<file path="src/rtl/mem_sequencer_pkg.sv">
// Shared definitions for the SRAM sequencer: command encodings and FSM state constants.
package mem_sequencer_pkg;

  typedef enum logic [1:0] {
    OP_LOAD  = 2'b00,
    OP_COMP  = 2'b01,
    OP_WBACK = 2'b10,
    OP_CLEAR = 2'b11
  } op_e;

  typedef logic [2:0] state_t;

  localparam state_t ST_IDLE  = 3'd0;
  localparam state_t ST_LOAD  = 3'd1;
  localparam state_t ST_COMP  = 3'd2;
  localparam state_t ST_WBACK = 3'd3;
  localparam state_t ST_CLEAR = 3'd4;
  localparam state_t ST_DONE  = 3'd5;

endpackage

</file>
<file path="src/rtl/mem_sequencer_if.sv">
// Command handshake plus SRAM control bundle; the sequencer is the slave of the command side.
interface mem_sequencer_if #(
  parameter int ADDR_WIDTH   = 4,
  parameter int NUM_SRAM_IN  = 2,
  parameter int NUM_SRAM_OUT = 1
);
  localparam int NUM_SRAM = NUM_SRAM_IN + NUM_SRAM_OUT;

  logic                           cmd_valid;
  logic                           cmd_ready;
  logic [1:0]                     cmd_op;
  logic [ADDR_WIDTH:0]            cmd_len;
  logic                           abort;
  logic                           busy;
  logic                           done;
  logic                           err;
  logic [NUM_SRAM-1:0]            mem_cs;
  logic [NUM_SRAM-1:0]            mem_re;
  logic [NUM_SRAM-1:0]            mem_we;
  logic [NUM_SRAM-1:0]            mem_clear;
  logic [NUM_SRAM*ADDR_WIDTH-1:0] addr_rd;
  logic [NUM_SRAM*ADDR_WIDTH-1:0] addr_wr;
  logic                           rd_valid;
  logic [ADDR_WIDTH+1:0]          step_cnt;

  modport master (
    output cmd_valid, cmd_op, cmd_len, abort,
    input  cmd_ready, busy, done, err, mem_cs, mem_re, mem_we, mem_clear,
           addr_rd, addr_wr, rd_valid, step_cnt
  );

  modport slave (
    input  cmd_valid, cmd_op, cmd_len, abort,
    output cmd_ready, busy, done, err, mem_cs, mem_re, mem_we, mem_clear,
           addr_rd, addr_wr, rd_valid, step_cnt
  );
endinterface

</file>
<file path="src/rtl/mem_sequencer_valid_delay.sv">
// READ_LAT-deep shift register that turns the read-enable window into read-data-valid.
module mem_valid_delay #(
  parameter int READ_LAT = 1
) (
  input  logic clk,
  input  logic reset,
  input  logic i_flush,
  input  logic i_valid,
  output logic o_valid
);
  logic [READ_LAT-1:0] r_pipe;

  // Concatenate-and-truncate keeps the shift legal for READ_LAT == 1 as well.
  always_ff @(posedge clk) begin
    if (reset || i_flush) begin
      r_pipe <= '0;
    end else begin
      r_pipe <= READ_LAT'({r_pipe, i_valid});
    end
  end

  assign o_valid = r_pipe[READ_LAT-1];
endmodule

</file>
<file path="src/rtl/mem_sequencer.sv">
// Command-driven address/enable sequencer for the input and result SRAMs of the dot-product datapath.
module mem_sequencer
  import mem_sequencer_pkg::*;
#(
  parameter int ADDR_WIDTH   = 4,
  parameter int NUM_SRAM_IN  = 2,
  parameter int NUM_SRAM_OUT = 1,
  parameter int WB_DELAY     = 2,
  parameter int READ_LAT     = 1
) (
  input  logic            clk,
  input  logic            reset,
  mem_sequencer_if.slave  bus
);
  localparam int NUM_SRAM  = NUM_SRAM_IN + NUM_SRAM_OUT;
  localparam int CW        = ADDR_WIDTH + 2;
  localparam int RAM_DEPTH = 1 << ADDR_WIDTH;
  localparam logic [CW-1:0] DEPTH_C = CW'(RAM_DEPTH);
  localparam logic [CW-1:0] WB_C    = CW'(WB_DELAY);
  localparam logic [CW-1:0] RL_C    = CW'(READ_LAT);

  state_t                         r_state;
  logic [CW-1:0]                  r_step;
  logic [CW-1:0]                  r_len;
  logic                           r_err;
  logic [NUM_SRAM-1:0]            r_mem_cs, r_mem_re, r_mem_we, r_mem_clear;
  logic [NUM_SRAM*ADDR_WIDTH-1:0] r_addr_rd, r_addr_wr;

  state_t                         w_state_next;
  logic [CW-1:0]                  w_step_next;
  logic [CW-1:0]                  w_len_next;
  logic [CW-1:0]                  w_len_in;
  logic [CW-1:0]                  w_len_clamped;
  logic [CW-1:0]                  w_total;
  logic                           w_accept;
  logic                           w_len_big;
  logic                           w_in_win;
  logic                           w_wb_win;
  logic                           w_flush;
  logic                           w_rd_valid;
  logic [ADDR_WIDTH-1:0]          w_s_addr;
  logic [ADDR_WIDTH-1:0]          w_wb_addr;
  logic [NUM_SRAM-1:0]            w_cs_next, w_re_next, w_we_next, w_clr_next;
  logic [NUM_SRAM*ADDR_WIDTH-1:0] w_addr_rd_next, w_addr_wr_next;

  assign w_accept      = bus.cmd_valid && (r_state == ST_IDLE);
  assign w_len_in      = CW'(bus.cmd_len);
  assign w_len_big     = (w_len_in > DEPTH_C);
  assign w_len_clamped = w_len_big ? DEPTH_C : w_len_in;
  assign w_len_next    = w_accept ? w_len_clamped : r_len;
  assign w_flush       = bus.abort && (r_state != ST_IDLE);

  // Phase length in cycles; a zero-length op still spends one empty cycle before DONE.
  always_comb begin
    w_total = CW'(1);
    case (r_state)
      ST_LOAD:  if (r_len != '0) w_total = r_len;
      ST_COMP:  if (r_len != '0) w_total = r_len + WB_C;
      ST_WBACK: if (r_len != '0) w_total = r_len + RL_C;
      default:  ;
    endcase
  end

  always_comb begin
    w_state_next = r_state;
    w_step_next  = '0;
    if (w_flush) begin
      w_state_next = ST_IDLE;
    end else begin
      case (r_state)
        ST_IDLE: begin
          if (w_accept) begin
            case (op_e'(bus.cmd_op))
              OP_LOAD:  w_state_next = ST_LOAD;
              OP_COMP:  w_state_next = ST_COMP;
              OP_WBACK: w_state_next = ST_WBACK;
              default:  w_state_next = ST_CLEAR;
            endcase
          end
        end
        ST_LOAD, ST_COMP, ST_WBACK: begin
          if (r_step == w_total - CW'(1)) begin
            w_state_next = ST_DONE;
          end else begin
            w_step_next = r_step + CW'(1);
          end
        end
        ST_CLEAR: w_state_next = ST_DONE;
        default:  w_state_next = ST_IDLE;
      endcase
    end
  end

  assign w_in_win  = (w_step_next < w_len_next);
  assign w_wb_win  = (w_step_next >= WB_C);
  assign w_s_addr  = w_step_next[ADDR_WIDTH-1:0];
  assign w_wb_addr = ADDR_WIDTH'(w_step_next - WB_C);

  // Per-SRAM enables are decoded from the next state so every memory output leaves a flop.
  genvar gi;
  generate
    for (gi = 0; gi < NUM_SRAM; gi++) begin : g_sram
      localparam bit IS_IN = (gi < NUM_SRAM_IN);
      logic                  w_cs, w_re, w_we, w_clr;
      logic [ADDR_WIDTH-1:0] w_ard, w_awr;

      always_comb begin
        w_cs  = 1'b0;
        w_re  = 1'b0;
        w_we  = 1'b0;
        w_clr = 1'b0;
        w_ard = '0;
        w_awr = '0;
        case (w_state_next)
          ST_LOAD: begin
            if (IS_IN && w_in_win) begin
              w_cs  = 1'b1;
              w_we  = 1'b1;
              w_awr = w_s_addr;
            end
          end
          ST_COMP: begin
            if (w_len_next != '0) begin
              w_cs = 1'b1;
              if (IS_IN) begin
                if (w_in_win) begin
                  w_re  = 1'b1;
                  w_ard = w_s_addr;
                end
              end else if (w_wb_win) begin
                w_we  = 1'b1;
                w_awr = w_wb_addr;
              end
            end
          end
          ST_WBACK: begin
            if (!IS_IN && w_in_win) begin
              w_cs  = 1'b1;
              w_re  = 1'b1;
              w_ard = w_s_addr;
            end
          end
          ST_CLEAR: begin
            w_cs  = 1'b1;
            w_clr = 1'b1;
          end
          default: ;
        endcase
      end

      assign w_cs_next[gi]  = w_cs;
      assign w_re_next[gi]  = w_re;
      assign w_we_next[gi]  = w_we;
      assign w_clr_next[gi] = w_clr;
      assign w_addr_rd_next[gi*ADDR_WIDTH +: ADDR_WIDTH] = w_ard;
      assign w_addr_wr_next[gi*ADDR_WIDTH +: ADDR_WIDTH] = w_awr;
    end
  endgenerate

  always_ff @(posedge clk) begin
    if (reset) begin
      r_state     <= ST_IDLE;
      r_step      <= '0;
      r_len       <= '0;
      r_err       <= 1'b0;
      r_mem_cs    <= '0;
      r_mem_re    <= '0;
      r_mem_we    <= '0;
      r_mem_clear <= '0;
      r_addr_rd   <= '0;
      r_addr_wr   <= '0;
    end else begin
      r_state     <= w_state_next;
      r_step      <= w_step_next;
      r_len       <= w_len_next;
      r_mem_cs    <= w_cs_next;
      r_mem_re    <= w_re_next;
      r_mem_we    <= w_we_next;
      r_mem_clear <= w_clr_next;
      r_addr_rd   <= w_addr_rd_next;
      r_addr_wr   <= w_addr_wr_next;
      if (w_accept) begin
        r_err <= w_len_big;
      end
    end
  end

  mem_valid_delay #(
    .READ_LAT (READ_LAT)
  ) u_rd_valid (
    .clk     (clk),
    .reset   (reset),
    .i_flush (w_flush),
    .i_valid (|r_mem_re[NUM_SRAM-1:NUM_SRAM_IN]),
    .o_valid (w_rd_valid)
  );

  assign bus.cmd_ready = (r_state == ST_IDLE);
  assign bus.busy      = (r_state != ST_IDLE);
  assign bus.done      = (r_state == ST_DONE);
  assign bus.err       = r_err;
  assign bus.mem_cs    = r_mem_cs;
  assign bus.mem_re    = r_mem_re;
  assign bus.mem_we    = r_mem_we;
  assign bus.mem_clear = r_mem_clear;
  assign bus.addr_rd   = r_addr_rd;
  assign bus.addr_wr   = r_addr_wr;
  assign bus.rd_valid  = w_rd_valid;
  assign bus.step_cnt  = r_step;
endmodule
</file>
<file path="src/flat_wrapper.sv">
// flat-port wrapper written by rule: the top's interface ports become plain ports
module mem_sequencer_flat import mem_sequencer_pkg::*;
#(
  parameter int ADDR_WIDTH   = 4,
  parameter int NUM_SRAM_IN  = 2,
  parameter int NUM_SRAM_OUT = 1,
  parameter int WB_DELAY     = 2,
  parameter int READ_LAT     = 1
)
  (clk, reset, bus_cmd_valid, bus_cmd_op, bus_cmd_len, bus_abort, bus_cmd_ready, bus_busy, bus_done, bus_err, bus_mem_cs, bus_mem_re, bus_mem_we, bus_mem_clear, bus_addr_rd, bus_addr_wr, bus_rd_valid, bus_step_cnt);
  mem_sequencer_if #(.ADDR_WIDTH(ADDR_WIDTH), .NUM_SRAM_IN(NUM_SRAM_IN), .NUM_SRAM_OUT(NUM_SRAM_OUT)) bus_i ();
  input  logic clk;
  input  logic reset;
  input wire logic [$bits(bus_i.cmd_valid)-1:0] bus_cmd_valid;
  input wire logic [$bits(bus_i.cmd_op)-1:0] bus_cmd_op;
  input wire logic [$bits(bus_i.cmd_len)-1:0] bus_cmd_len;
  input wire logic [$bits(bus_i.abort)-1:0] bus_abort;
  output wire logic [$bits(bus_i.cmd_ready)-1:0] bus_cmd_ready;
  output wire logic [$bits(bus_i.busy)-1:0] bus_busy;
  output wire logic [$bits(bus_i.done)-1:0] bus_done;
  output wire logic [$bits(bus_i.err)-1:0] bus_err;
  output wire logic [$bits(bus_i.mem_cs)-1:0] bus_mem_cs;
  output wire logic [$bits(bus_i.mem_re)-1:0] bus_mem_re;
  output wire logic [$bits(bus_i.mem_we)-1:0] bus_mem_we;
  output wire logic [$bits(bus_i.mem_clear)-1:0] bus_mem_clear;
  output wire logic [$bits(bus_i.addr_rd)-1:0] bus_addr_rd;
  output wire logic [$bits(bus_i.addr_wr)-1:0] bus_addr_wr;
  output wire logic [$bits(bus_i.rd_valid)-1:0] bus_rd_valid;
  output wire logic [$bits(bus_i.step_cnt)-1:0] bus_step_cnt;
  assign bus_i.cmd_valid = bus_cmd_valid;
  assign bus_i.cmd_op = bus_cmd_op;
  assign bus_i.cmd_len = bus_cmd_len;
  assign bus_i.abort = bus_abort;
  assign bus_cmd_ready = bus_i.cmd_ready;
  assign bus_busy = bus_i.busy;
  assign bus_done = bus_i.done;
  assign bus_err = bus_i.err;
  assign bus_mem_cs = bus_i.mem_cs;
  assign bus_mem_re = bus_i.mem_re;
  assign bus_mem_we = bus_i.mem_we;
  assign bus_mem_clear = bus_i.mem_clear;
  assign bus_addr_rd = bus_i.addr_rd;
  assign bus_addr_wr = bus_i.addr_wr;
  assign bus_rd_valid = bus_i.rd_valid;
  assign bus_step_cnt = bus_i.step_cnt;
  mem_sequencer #(.ADDR_WIDTH(ADDR_WIDTH), .NUM_SRAM_IN(NUM_SRAM_IN), .NUM_SRAM_OUT(NUM_SRAM_OUT), .WB_DELAY(WB_DELAY), .READ_LAT(READ_LAT)) u_core (.clk(clk), .reset(reset), .bus(bus_i));
endmodule
</file>
<file path="config.mk">
export PLATFORM = sky130hd
export DESIGN_NAME = mem_sequencer_flat
export DESIGN_NICKNAME = d
export VERILOG_FILES = /design/src/rtl/mem_sequencer_pkg.sv /design/src/rtl/mem_sequencer_if.sv /design/src/rtl/mem_sequencer_valid_delay.sv /design/src/rtl/mem_sequencer.sv /design/src/flat_wrapper.sv
export SDC_FILE = /design/constraint.sdc
export NUM_CORES = 1
export LEC_CHECK = 0
export CAP_MARGIN = 20
export CORE_MARGIN = 2
export CORE_UTILIZATION = 25
export CTS_BUF_LIST = sky130_fd_sc_hd__clkbuf_4
export DETAILED_ROUTE_END_ITERATION = 16
export SLEW_MARGIN = 20
export SYNTH_ARGS = -nofsm -noshare
export SYNTH_HDL_FRONTEND = slang
export SYNTH_HIERARCHICAL = 1
export SYNTH_SLANG_ARGS = --single-unit
</file>
<file path="constraint.sdc">
create_clock -name clk -period 4.53 [get_ports clk]
set_clock_uncertainty 0.05 [all_clocks]
set_input_delay 0.906 -clock clk [delete_from_list [all_inputs] [get_ports clk]]
set_output_delay 0.906 -clock clk [all_outputs]
set_load 0.005 [all_outputs]
</file>
==> results.toml <==
[setup_path]
rr_startpoint = "u_core/r_len[4]$_SDFF_PP0_"
rr_worst_depth = 18
cp_max_fo = 8
worst-setup-path-type = "reg -> reg"
end_kind = "flip-flop"
worstPathRequired_ns = 4.76
worst_path_largest_cell_delay_ns = 0.55
critPathLaunchType = "flip-flop"
arrival_ns = 4.55
rrSetupSlack_ns = 0.21
r2r_end = "u_core/bus.addr_rd[9]$_SDFF_PP0_"
crit_chain = "nor2_1 -> nand3_2 -> a22o_1 -> a32o_1 -> nand2_1 -> ha_1 -> xnor2_1 -> a311oi_4 -> nand4_4 -> buf_4 -> nand3_1 -> inv_1 -> ha_1 -> o21ai_0 -> o21ai_0 -> a31oi_2 -> or4b_4 -> nor3_2"
crit_slowest_cell = "or4b_4"

[timing]
setup-tns-final_ns = 0
finalSetupViolCount = 0
slew_headroom_pct = 62.0
grt_setup_unrepaired = "false"
fmax_mhz = 232
max_slew.worst_pin.slew_ns = 0.568
min_period_ns = 4.32
final_hold_viol_count = 0
slew_viol_final = 0
min_period_over_period_pct = 95.3

[power_and_ir_drop]
p_leak_nw = 1.21
ir_drop_uv = 175
p_per_area_nw_per_um2 = 403
total_power_mw = 1.28

[synth]
synth_edf_count = 0
yosysWarnings = 6
ys_seq_elements = 40
synth_cells = 288
ys.flop_type = "dfxtp_1"
syn_avg_cell_area_um2 = 8.43
synth_nets = 313
async_reset_ff_share_pct = 0
synth_area_um2 = 2430
yosysUniqueCellTypes = 64
ys_seq_area_share_pct = 33.0

[hold_path]
holdCritPathClass = "reg -> reg"
holdPathStages = 2
hold_path_end = "u_core/bus.err$_SDFFE_PP0P_"
hold_start = "u_core/bus.err$_SDFFE_PP0P_"

[drt]
wl_per_cell_um = 13.5
ant_nets = 0
finalWirelength_um = 6290
drc = 0
vias_per_cell = 4.75
dr.pass1.iters = 4
drt_iter0_markers = 143
dr_total_vias = 2218

[cts]
cts_max_path_buffers = 2
root_buffer = "clkbuf_4"
numCtsBuffers = 5
cts_tree = "done"
clk_pin_slew_ns = 0.13
cts.sink_count = 40
h-tree-depth = 2
clkLatencyLatePin_ns = 0.36
cts_hold_buf = 0

[floorplan]
die_y_um = 103
ios = 58
start_util_pct = 26.0
rows = 35
die-area_um2 = 10500
dieWidth_um = 103
core_area_um2 = 9330

[global_route]
grtUsageTotal_pct = 12.1
grt_pass1_vias = 2028
grt.overflow.total = 0
antenna_found_initial = 0
grt_pass1_wl_um = 10000
grt_max_degree = 19

[outcome]
outcome = "completed"

[placement]
placed_cells = 458
placed_area_um2 = 3080
routabilityCongestion = 0.907
hpwl_um = 4830
io_buffers = 57

[final_layout]
nNetsFinal = 362
synthToLayoutAreaGrowth_pct = 31.1
nFillCells = 963
finalNonFillerCells = 467
design_area_um2 = 3180
drive_gt1_share_pct = 13.3
n_antenna_cell = 0

[job]
maxCapViolCount = 0
## worst max-delay path by stage
stage | startpoint | end | slack, ns | depth (start not counted)
floorplan | u_core/r_len[1]$_SDFF_PP0_ | u_core/bus.addr_rd[11]$_SDFF_PP0_ | 0.41 | 20
global placement | u_core/r_len[0]$_SDFF_PP0_ | u_core/bus.addr_rd[9]$_SDFF_PP0_ | 0.31 | 21
detailed placement | u_core/r_len[1]$_SDFF_PP0_ | u_core/bus.addr_rd[9]$_SDFF_PP0_ | 0.20 | 17
CTS | u_core/r_len[1]$_SDFF_PP0_ | u_core/bus.addr_rd[9]$_SDFF_PP0_ | 0.16 | 17
global route | u_core/r_len[0]$_SDFF_PP0_ | u_core/bus.addr_rd[8]$_SDFF_PP0_ | 0.02 | 20
finish | u_core/r_len[4]$_SDFF_PP0_ | u_core/bus.addr_rd[9]$_SDFF_PP0_ | 0.21 | 18
## report_power, final
part	internal [mW]	total [mW]	switching, mW	leakage (nW)
sequential	0.378	0.424	0.0454	0.324
clock	0.115	0.243	0.128	0.0412
combinational	0.277	0.615	0.339	0.849
total	0.770	1.28	0.512	1.21
## through the flow
stage	utilization (%)	hold WS, ns	worst slack, ns
3_3_place_gp	33.0	0.428	0.308
6_report	34.1	0.463	0.212
3_5_place_dp	33.0	0.449	0.197
4_1_cts	33.9	0.482	0.160
5_1_grt	34.1	0.487	0.0178
2_1_floorplan	-	0.399	0.406
## cells in the mapped netlist (2+ instances only)
master     n  area, µm²
a211oi_1   2       15.0
a21o_1     2       15.0
a21oi_1   14       70.1
a22o_1     2       17.5
a31oi_1    2       12.5
and2_1     2       12.5
and3_1     4       25.0
and4b_1    2       20.0
buf_2      6       30.0
buf_4     13       97.6
clkbuf_1   5       18.8
dfxtp_1   40        801
ha_1      14        175
inv_1     15       56.3
mux2i_1    3       30.0
nand2_1   15       56.3
nand2b_1   4       25.0
nand3_1   11       55.1
nand4_1    3       18.8
nor2_1    41        154
nor2b_1    4       25.0
nor3_1     9       45.0
nor3_2     6       60.1
nor3b_1    6       45.0
o21a_1     2       15.0
o21ai_0    6       30.0
o21bai_1   3       22.5
o31ai_1    2       15.0
o41ai_1    2       17.5
or2_2      3       18.8
or3_1      2       12.5
xnor2_1    6       52.6
xor2_1     6       52.6
## cells by family after synthesis
logic type | share of synthesized area [%]
AND/OR/NAND/NOR | 29.0
AO/OA/AOI/OAI | 16.0
buffers and inverters | 8.71
flip-flops | 33.0
adder cells (fa/ha/maj) | 7.22
XOR/XNOR | 4.33
multiplexers | 1.70
## cells in the final DEF (no fill, tap or decap), drive strengths merged, types with 7 or more instances in the layout
cell type | synthesis | final
clkdlybuf4s50 | 0 | 57
nor2 | 42 | 42
dfxtp | 40 | 40
inv | 15 | 15
nand2 | 15 | 15
nor3 | 15 | 15
a21oi | 14 | 14
ha | 14 | 14
nand3 | 12 | 12
buf | 20 | 11
o21ai | 8 | 8
nor3b | 7 | 7
## cell type report
class	count	area [µm²]	share of cell area [%]
Multi-Input combinational cell	207	1430	44.9
Sequential cell	40	802	25.2
Clock buffer	5	37.5	1.18
Tap cell	129	161	5.07
Inverter	15	56.3	1.77
Clock inverter	3	42.5	1.34
Timing Repair Buffer	68	653	20.5
## critical path, delay by kind of cell, from the launching register on
kind	cells	cell delay (ns)
buf+inv	2	0.27
xor+xnor	1	0.16
fa+ha+maj	2	0.51
compound gates	6	1.30
simple gates	7	1.58
flops	1	0.39
## sequential cells by signal (all words and copies together), names as in the netlist
name	flops
u_core/bus.mem_re	2
u_core/bus.mem_we	2
u_core/bus.err	1
u_core/bus.addr_rd	8
u_core/bus.step_cnt	6
u_core/r_len	6
u_core/bus.mem_cs	2
u_core/bus.mem_clear	1
u_core/r_state	3
u_core/bus.addr_wr	8
u_core/u_rd_valid/o_valid	1
## what timing repair did
| action | CTS | global route |
|---|---|---|
| setup endpoints to repair | 0 | 11 |
| setup buffers | 0 | 1 |
| resized for setup | 0 | 4 |
## per-layer routing
layer | track usage [%] | part of all wire (%) | vias up
li1 | - | - | 1096
met1 | 16.5 | 46 | 1026
met2 | 18.8 | 46 | 84
met3 | 2.64 | 6.9 | 12
met4 | 4.31 | 1.6 | 0
met5 | 0 | 0 | -
(Power assumes the default switching activity.)
